[config.mk]
export PLATFORM = sky130hd
export DESIGN_NAME = uart_tx_arbiter
export DESIGN_NICKNAME = d
export VERILOG_FILES = /design/src/rtl/uart_tx_arbiter_pkg.sv /design/src/rtl/uart_tx_arbiter_rr_select.sv /design/src/rtl/uart_tx_arbiter.sv
export SDC_FILE = /design/constraint.sdc
export NUM_CORES = 1
export LEC_CHECK = 0
export CORE_MARGIN = 3
export CORE_UTILIZATION = 43
export CTS_CLUSTER_SIZE = 30
export DETAILED_ROUTE_END_ITERATION = 10
export PLACE_DENSITY = 0.74
export SLEW_MARGIN = 20
export SYNTH_ARGS = -nofsm -noshare
export SYNTH_HDL_FRONTEND = slang
export SYNTH_HIERARCHICAL = 1
export SYNTH_SLANG_ARGS = --single-unit
export TNS_END_PERCENT = 1
[constraint.sdc]
create_clock -name clk -period 5.55 [get_ports clk]
set_input_delay 0.555 -clock clk [delete_from_list [all_inputs] [get_ports clk]]
set_output_delay 0.555 -clock clk [all_outputs]
set_load 0.05 [all_outputs]
[src/rtl/uart_tx_arbiter_pkg.sv]
// Shared types and constants for the UART transmit arbiter.
// Holds the arbiter state enum, default sizing and an index-width helper.
package uart_tx_arbiter_pkg;

  typedef enum logic [1:0] {
    ST_IDLE    = 2'd0,
    ST_GRANT   = 2'd1,
    ST_RELEASE = 2'd2
  } arb_state_t;

  localparam int N_CLIENTS_DEFAULT = 3;
  localparam int TIMEOUT_DEFAULT   = 1024;

  function automatic int idx_width(input int n);
    return (n > 1) ? $clog2(n) : 1;
  endfunction

endpackage

[src/rtl/uart_tx_arbiter_rr_select.sv]
// Combinational round-robin selector: picks the first requester after i_last,
// wrapping from N-1 back to 0.
module rr_select #(
  parameter int N  = 3,
  parameter int IW = 2
) (
  input  logic [N-1:0]  i_req,
  input  logic [IW-1:0] i_last,
  output logic [N-1:0]  o_gnt,
  output logic [IW-1:0] o_idx,
  output logic          o_any
);

  int w_dist;
  int w_best;

  // Distance from the last grantee; the smallest distance among requesters wins.
  always_comb begin
    w_dist = 0;
    w_best = N;
    o_idx  = '0;
    for (int j = 0; j < N; j++) begin
      w_dist = j - int'(i_last) - 1;
      if (w_dist < 0) w_dist = w_dist + N;
      if (i_req[j] && (w_dist < w_best)) begin
        w_best = w_dist;
        o_idx  = IW'(j);
      end
    end
    o_any = (w_best < N);
    o_gnt = '0;
    for (int j = 0; j < N; j++) begin
      o_gnt[j] = o_any && (o_idx == IW'(j));
    end
  end

endmodule

[src/rtl/uart_tx_arbiter.sv]
// Shares one UART transmitter among N_CLIENTS message printers with
// round-robin grants, a one-cycle gap between messages and an idle timeout.
module uart_tx_arbiter
  import uart_tx_arbiter_pkg::*;
#(
  parameter int N_CLIENTS = N_CLIENTS_DEFAULT,
  parameter int TIMEOUT   = TIMEOUT_DEFAULT
) (
  input  logic                   clk,
  input  logic                   reset,
  input  logic [N_CLIENTS-1:0]   cli_req,
  input  logic [N_CLIENTS-1:0]   cli_wr,
  input  logic [8*N_CLIENTS-1:0] cli_d,
  output logic [N_CLIENTS-1:0]   cli_gnt,
  output logic [N_CLIENTS-1:0]   cli_ready,
  output logic                   uart_wr,
  output logic [7:0]             uart_d,
  input  logic                   uart_ready,
  output logic                   timeout_err
);

  localparam int IW = idx_width(N_CLIENTS);
  localparam int CW = $clog2(TIMEOUT) + 1;
  localparam logic [CW-1:0] CNT_LAST = CW'(TIMEOUT - 1);
  localparam logic [CW-1:0] CNT_MAX  = '1;
  localparam logic [IW-1:0] LAST_RST = IW'(N_CLIENTS - 1);

  arb_state_t r_state, w_state_nx;
  logic [N_CLIENTS-1:0] r_gnt, w_gnt_nx;
  logic [N_CLIENTS-1:0] r_mask, w_mask_nx;
  logic [IW-1:0]        r_idx, w_idx_nx;
  logic [IW-1:0]        r_last, w_last_nx;
  logic [CW-1:0]        r_cnt, w_cnt_nx;
  logic                 r_uart_wr, w_uart_wr_nx;
  logic [7:0]           r_uart_d, w_uart_d_nx;
  logic                 r_terr, w_terr_nx;

  logic [N_CLIENTS-1:0] w_sel_gnt;
  logic [IW-1:0]        w_sel_idx;
  logic                 w_sel_any;
  logic                 w_g_req;
  logic                 w_g_wr;
  logic [7:0]           w_g_d;
  logic                 w_accept;

  rr_select #(
    .N  (N_CLIENTS),
    .IW (IW)
  ) u_rr_select (
    .i_req  (cli_req & ~r_mask),
    .i_last (r_last),
    .o_gnt  (w_sel_gnt),
    .o_idx  (w_sel_idx),
    .o_any  (w_sel_any)
  );

  always_comb begin
    w_g_req = 1'b0;
    w_g_wr  = 1'b0;
    w_g_d   = 8'h00;
    for (int j = 0; j < N_CLIENTS; j++) begin
      if (r_idx == IW'(j)) begin
        w_g_req = cli_req[j];
        w_g_wr  = cli_wr[j];
        w_g_d   = cli_d[j*8 +: 8];
      end
    end
  end

  assign cli_ready = ((r_state == ST_GRANT) && uart_ready) ? r_gnt : '0;
  assign w_accept  = (r_state == ST_GRANT) && uart_ready && w_g_wr;

  always_comb begin
    w_state_nx   = r_state;
    w_gnt_nx     = r_gnt;
    w_idx_nx     = r_idx;
    w_last_nx    = r_last;
    w_cnt_nx     = r_cnt;
    w_mask_nx    = r_mask & cli_req;
    w_terr_nx    = 1'b0;
    w_uart_wr_nx = w_accept;
    w_uart_d_nx  = w_accept ? w_g_d : r_uart_d;
    case (r_state)
      ST_IDLE: begin
        if (w_sel_any) begin
          w_state_nx = ST_GRANT;
          w_gnt_nx   = w_sel_gnt;
          w_idx_nx   = w_sel_idx;
          w_last_nx  = w_sel_idx;
          w_cnt_nx   = '0;
        end
      end
      ST_GRANT: begin
        // A falling request takes precedence, so a same-cycle timeout is a plain release.
        if (!w_g_req) begin
          w_state_nx = ST_RELEASE;
          w_gnt_nx   = '0;
        end else if (w_accept) begin
          w_cnt_nx = '0;
        end else if (r_cnt == CNT_LAST) begin
          w_state_nx = ST_RELEASE;
          w_gnt_nx   = '0;
          w_terr_nx  = 1'b1;
          w_mask_nx  = (r_mask & cli_req) | r_gnt;
        end else if (r_cnt != CNT_MAX) begin
          w_cnt_nx = r_cnt + 1'b1;
        end
      end
      ST_RELEASE: begin
        w_state_nx = ST_IDLE;
        w_cnt_nx   = '0;
      end
      default: begin
        w_state_nx = ST_IDLE;
        w_gnt_nx   = '0;
      end
    endcase
  end

  always_ff @(posedge clk) begin
    if (reset) begin
      r_state   <= ST_IDLE;
      r_gnt     <= '0;
      r_idx     <= '0;
      r_last    <= LAST_RST;
      r_cnt     <= '0;
      r_mask    <= '0;
      r_uart_wr <= 1'b0;
      r_uart_d  <= 8'h00;
      r_terr    <= 1'b0;
    end else begin
      r_state   <= w_state_nx;
      r_gnt     <= w_gnt_nx;
      r_idx     <= w_idx_nx;
      r_last    <= w_last_nx;
      r_cnt     <= w_cnt_nx;
      r_mask    <= w_mask_nx;
      r_uart_wr <= w_uart_wr_nx;
      r_uart_d  <= w_uart_d_nx;
      r_terr    <= w_terr_nx;
    end
  end

  assign cli_gnt     = r_gnt;
  assign uart_wr     = r_uart_wr;
  assign uart_d      = r_uart_d;
  assign timeout_err = r_terr;

endmodule
==> summary.txt <==
Outcome: finished clean
First-pass GRT wire length: 9640 µm
Overall Global Routing Usage: 0.183
Iter 0 DRT Violations: 126
Initial antenna violation count: 0
Initial core utilization: 0.463
Primary FF master, synth: dfxtp_1
Mapped Cells: 277
Hold bufs inserted after CTS: 0
Met2 Use GR: 0.316
Finished Cell Area: 3070 µm²
Ys Warns: 6
Placed Instance Area: 2990 µm²
CTS root buffer: clkbuf_8
Maximum vdd drop: 0.242 mV
Clock Tree Buf Depth: 2
Largest net degree at the start of global routing: 21
Min-delay worst type: reg -> reg
Drc violations: 0
Clock Skew: 0.00864 ns
Final TNS setup: 0 ns
GRT busiest layer: met2
I/O pin count: 49
GR Overflow Total: 0
Pwr dens: 554 nW/µm²
Hold Path Origin: r_cnt[8]
Drt via density: 5.72
DP Wirelength: 4530 µm
Maxcap violations: 0
Post-synthesis cell area: 2450 µm²
Commonest non-fill, non-tap cell in the layout: clkdlybuf4s50_1
Fillers: 489
Fmax: 190 MHz
Final-report max-slew violation count: 0
Die area: 6650 µm²
Reg2reg start: r_last[1]
Sequential share of the synthesized area: 0.261
Area Growth Syn to Fin: 25.2%
WL/cell: 14.8 µm
WP data arrival: 5.40 ns
Ys async rst share: 0
Placeable Area: 5300 µm²
Met3 usage: 0.0504
Worst setup path startpoint: cli_req[0]
Placed insts: 390
# nets final: 383
Port Buffers: 48
Pin slew with the least headroom to its limit: 0.726 ns
CTS resizes: 0
Drt first pass iters: 4
Reg clk slew, reported paths: 0.07 ns
Layout cells sized above 1: 0.119
# setup viols final: 0
Gpl congestion: 0.926
Vias in the first global route: 2119
CTS tree: built
Worst-Skew Late Latency: 0.29 ns
RSZ-0062 raised after global routing: false
Final wirelength: 5860 µm
Most frequent cells in the layout: clkdlybuf4s50_1, dfxtp_1, nor2_1
Worst Path Required: 5.69 ns
Relative slew slack: 0.515
Tcrit/Tclk final: 0.947
Setup bufs post-CTS: 0
H-Tree Depth: 2
Synthesized area per cell: 8.86 µm²
Via count: 2270
Sink Count: 32
Cell Rows: 26
Die Ht: 81.5 µm
Crit Path Category: in -> reg
Critical Path Source Type: primary input
Crit path max fanout: 10
CTS buffer count: 5
Layout Cells excl Fill: 397
Post-synth EDFFs: 0
Crit path time final: 5.26 ns
Ant diodes: 0
Final Hold Fails: 0
Yosys cell types: 64
Met1 usage in global routing: 0.227
Die width: 81.5 µm
Worst setup EP type: flip-flop
Number of synthesized register bits: 32
Mapped Nets: 333
Leakage: 1.14 nW
DRT antenna net count: 0
synthesized netlist by cell type (all sizes together) (2+ instances only):
cell | n | share of area
dfxtp | 32 | 0.26
nor2 | 29 | 0.044
a21oi | 24 | 0.050
ha | 23 | 0.12
nand2 | 19 | 0.029
a211oi | 13 | 0.046
inv | 12 | 0.018
mux2i | 10 | 0.042
nor3 | 10 | 0.024
buf | 9 | 0.029
nor2b | 7 | 0.018
o21ai | 7 | 0.014
and3 | 6 | 0.016
a31oi | 5 | 0.013
nand4 | 5 | 0.015
or3 | 5 | 0.015
and2 | 4 | 0.010
o211ai | 4 | 0.022
o31ai | 4 | 0.023
xnor2 | 4 | 0.014
a21o | 3 | 0.0092
a311oi | 3 | 0.011
a32o | 3 | 0.012
clkbuf | 3 | 0.0051
nand3 | 3 | 0.0061
nand3b | 3 | 0.0092
a32oi | 2 | 0.0071
nand2b | 2 | 0.0051
nand4b | 2 | 0.0071
nor4 | 2 | 0.011
o211a | 2 | 0.0082
xor2 | 2 | 0.0071
per-layer routing:
metal  vias to the layer above  wire [µm]
li1                       1129          -
met5                         -          0
met3                         6        462
met4                         0         47
met2                        80       2720
met1                      1055       2630
path summary, 6_finish.rpt:
kind              slack [ns]  endpoint  depth (start not counted)
setup reg to reg        0.43  r_cnt[4]                         21
hold reg to reg         0.50  r_cnt[8]                          2
setup / recovery        0.29  r_cnt[4]                         22
hold / removal          0.50  r_cnt[8]                          2
metrics by stage:
stage / power (mW) / utilization / setup slack, ns / hold slack [ns]
6_report: 1.70 / 0.580 / 0.292 / 0.496
5_1_grt: 1.84 / 0.580 / 0.0205 / 0.514
4_1_cts: 1.69 / 0.580 / 0.340 / 0.498
3_5_place_dp: 1.51 / 0.564 / 0.0600 / 0.487
3_3_place_gp: 1.49 / 0.564 / 0.343 / 0.459
2_1_floorplan: 1.22 / - / 0.589 / 0.450
logic make-up (layout without fill, tap and decap cells):
kind of cell               after synthesis  count (layout)  share of synthesized area
AOI/OAI and AO/OA                       79              79                      0.268
xor gates and xnor gates                 6               6                     0.0214
adders and majority gates               23              23                      0.117
buffers and inverters                   24              74                     0.0520
DFF                                     32              32                      0.261
muxes                                   11              11                     0.0484
and+or+nand+nor                        102             102                      0.232
critical path, stage by stage:
cell	delay, ns
clkdlybuf4s50_1	0.52
nor2b_1	0.21
buf_4	0.18
nand2_1	0.07
ha_1	0.29
a21o_1	0.19
a2111oi_4	0.37
a22oi_2	0.19
nor2b_1	0.20
a31oi_1	0.08
ha_1	0.40
a21oi_1	0.09
o21ai_0	0.24
nand4b_1	0.20
nor3_1	0.07
a211o_1	0.31
mux2_4	0.33
or3_1	0.43
nand2_1	0.13
a211oi_2	0.06
a31oi_1	0.20
nor3_1	0.07
power by group:
| group | total, mW | switching, mW | leakage, nW | internal [mW] |
|---|---|---|---|---|
| combinational | 1.23 | 0.710 | 0.840 | 0.515 |
| sequential | 0.306 | 0.0424 | 0.259 | 0.264 |
| clock | 0.171 | 0.0859 | 0.0400 | 0.0847 |
| total | 1.70 | 0.839 | 1.14 | 0.864 |
cell type report:
class | count | area (µm²) | area share
well taps | 70 | 87.6 | 0.0285
repair buffers | 55 | 533 | 0.173
clock inverters | 2 | 12.5 | 0.00407
inverters | 12 | 45.0 | 0.0147
clock buffers | 5 | 68.8 | 0.0224
flip-flops and latches | 32 | 641 | 0.208
multi-input cells | 221 | 1690 | 0.548
flip-flops by register name, indices dropped and copies added (netlist names):
register     cells
timeout_err      1
r_idx            2
r_last           1
uart_d           8
cli_gnt          3
r_cnt           11
r_mask           3
r_state          2
uart_wr          1
No activity file was read; power rests on OpenSTA's default activity.
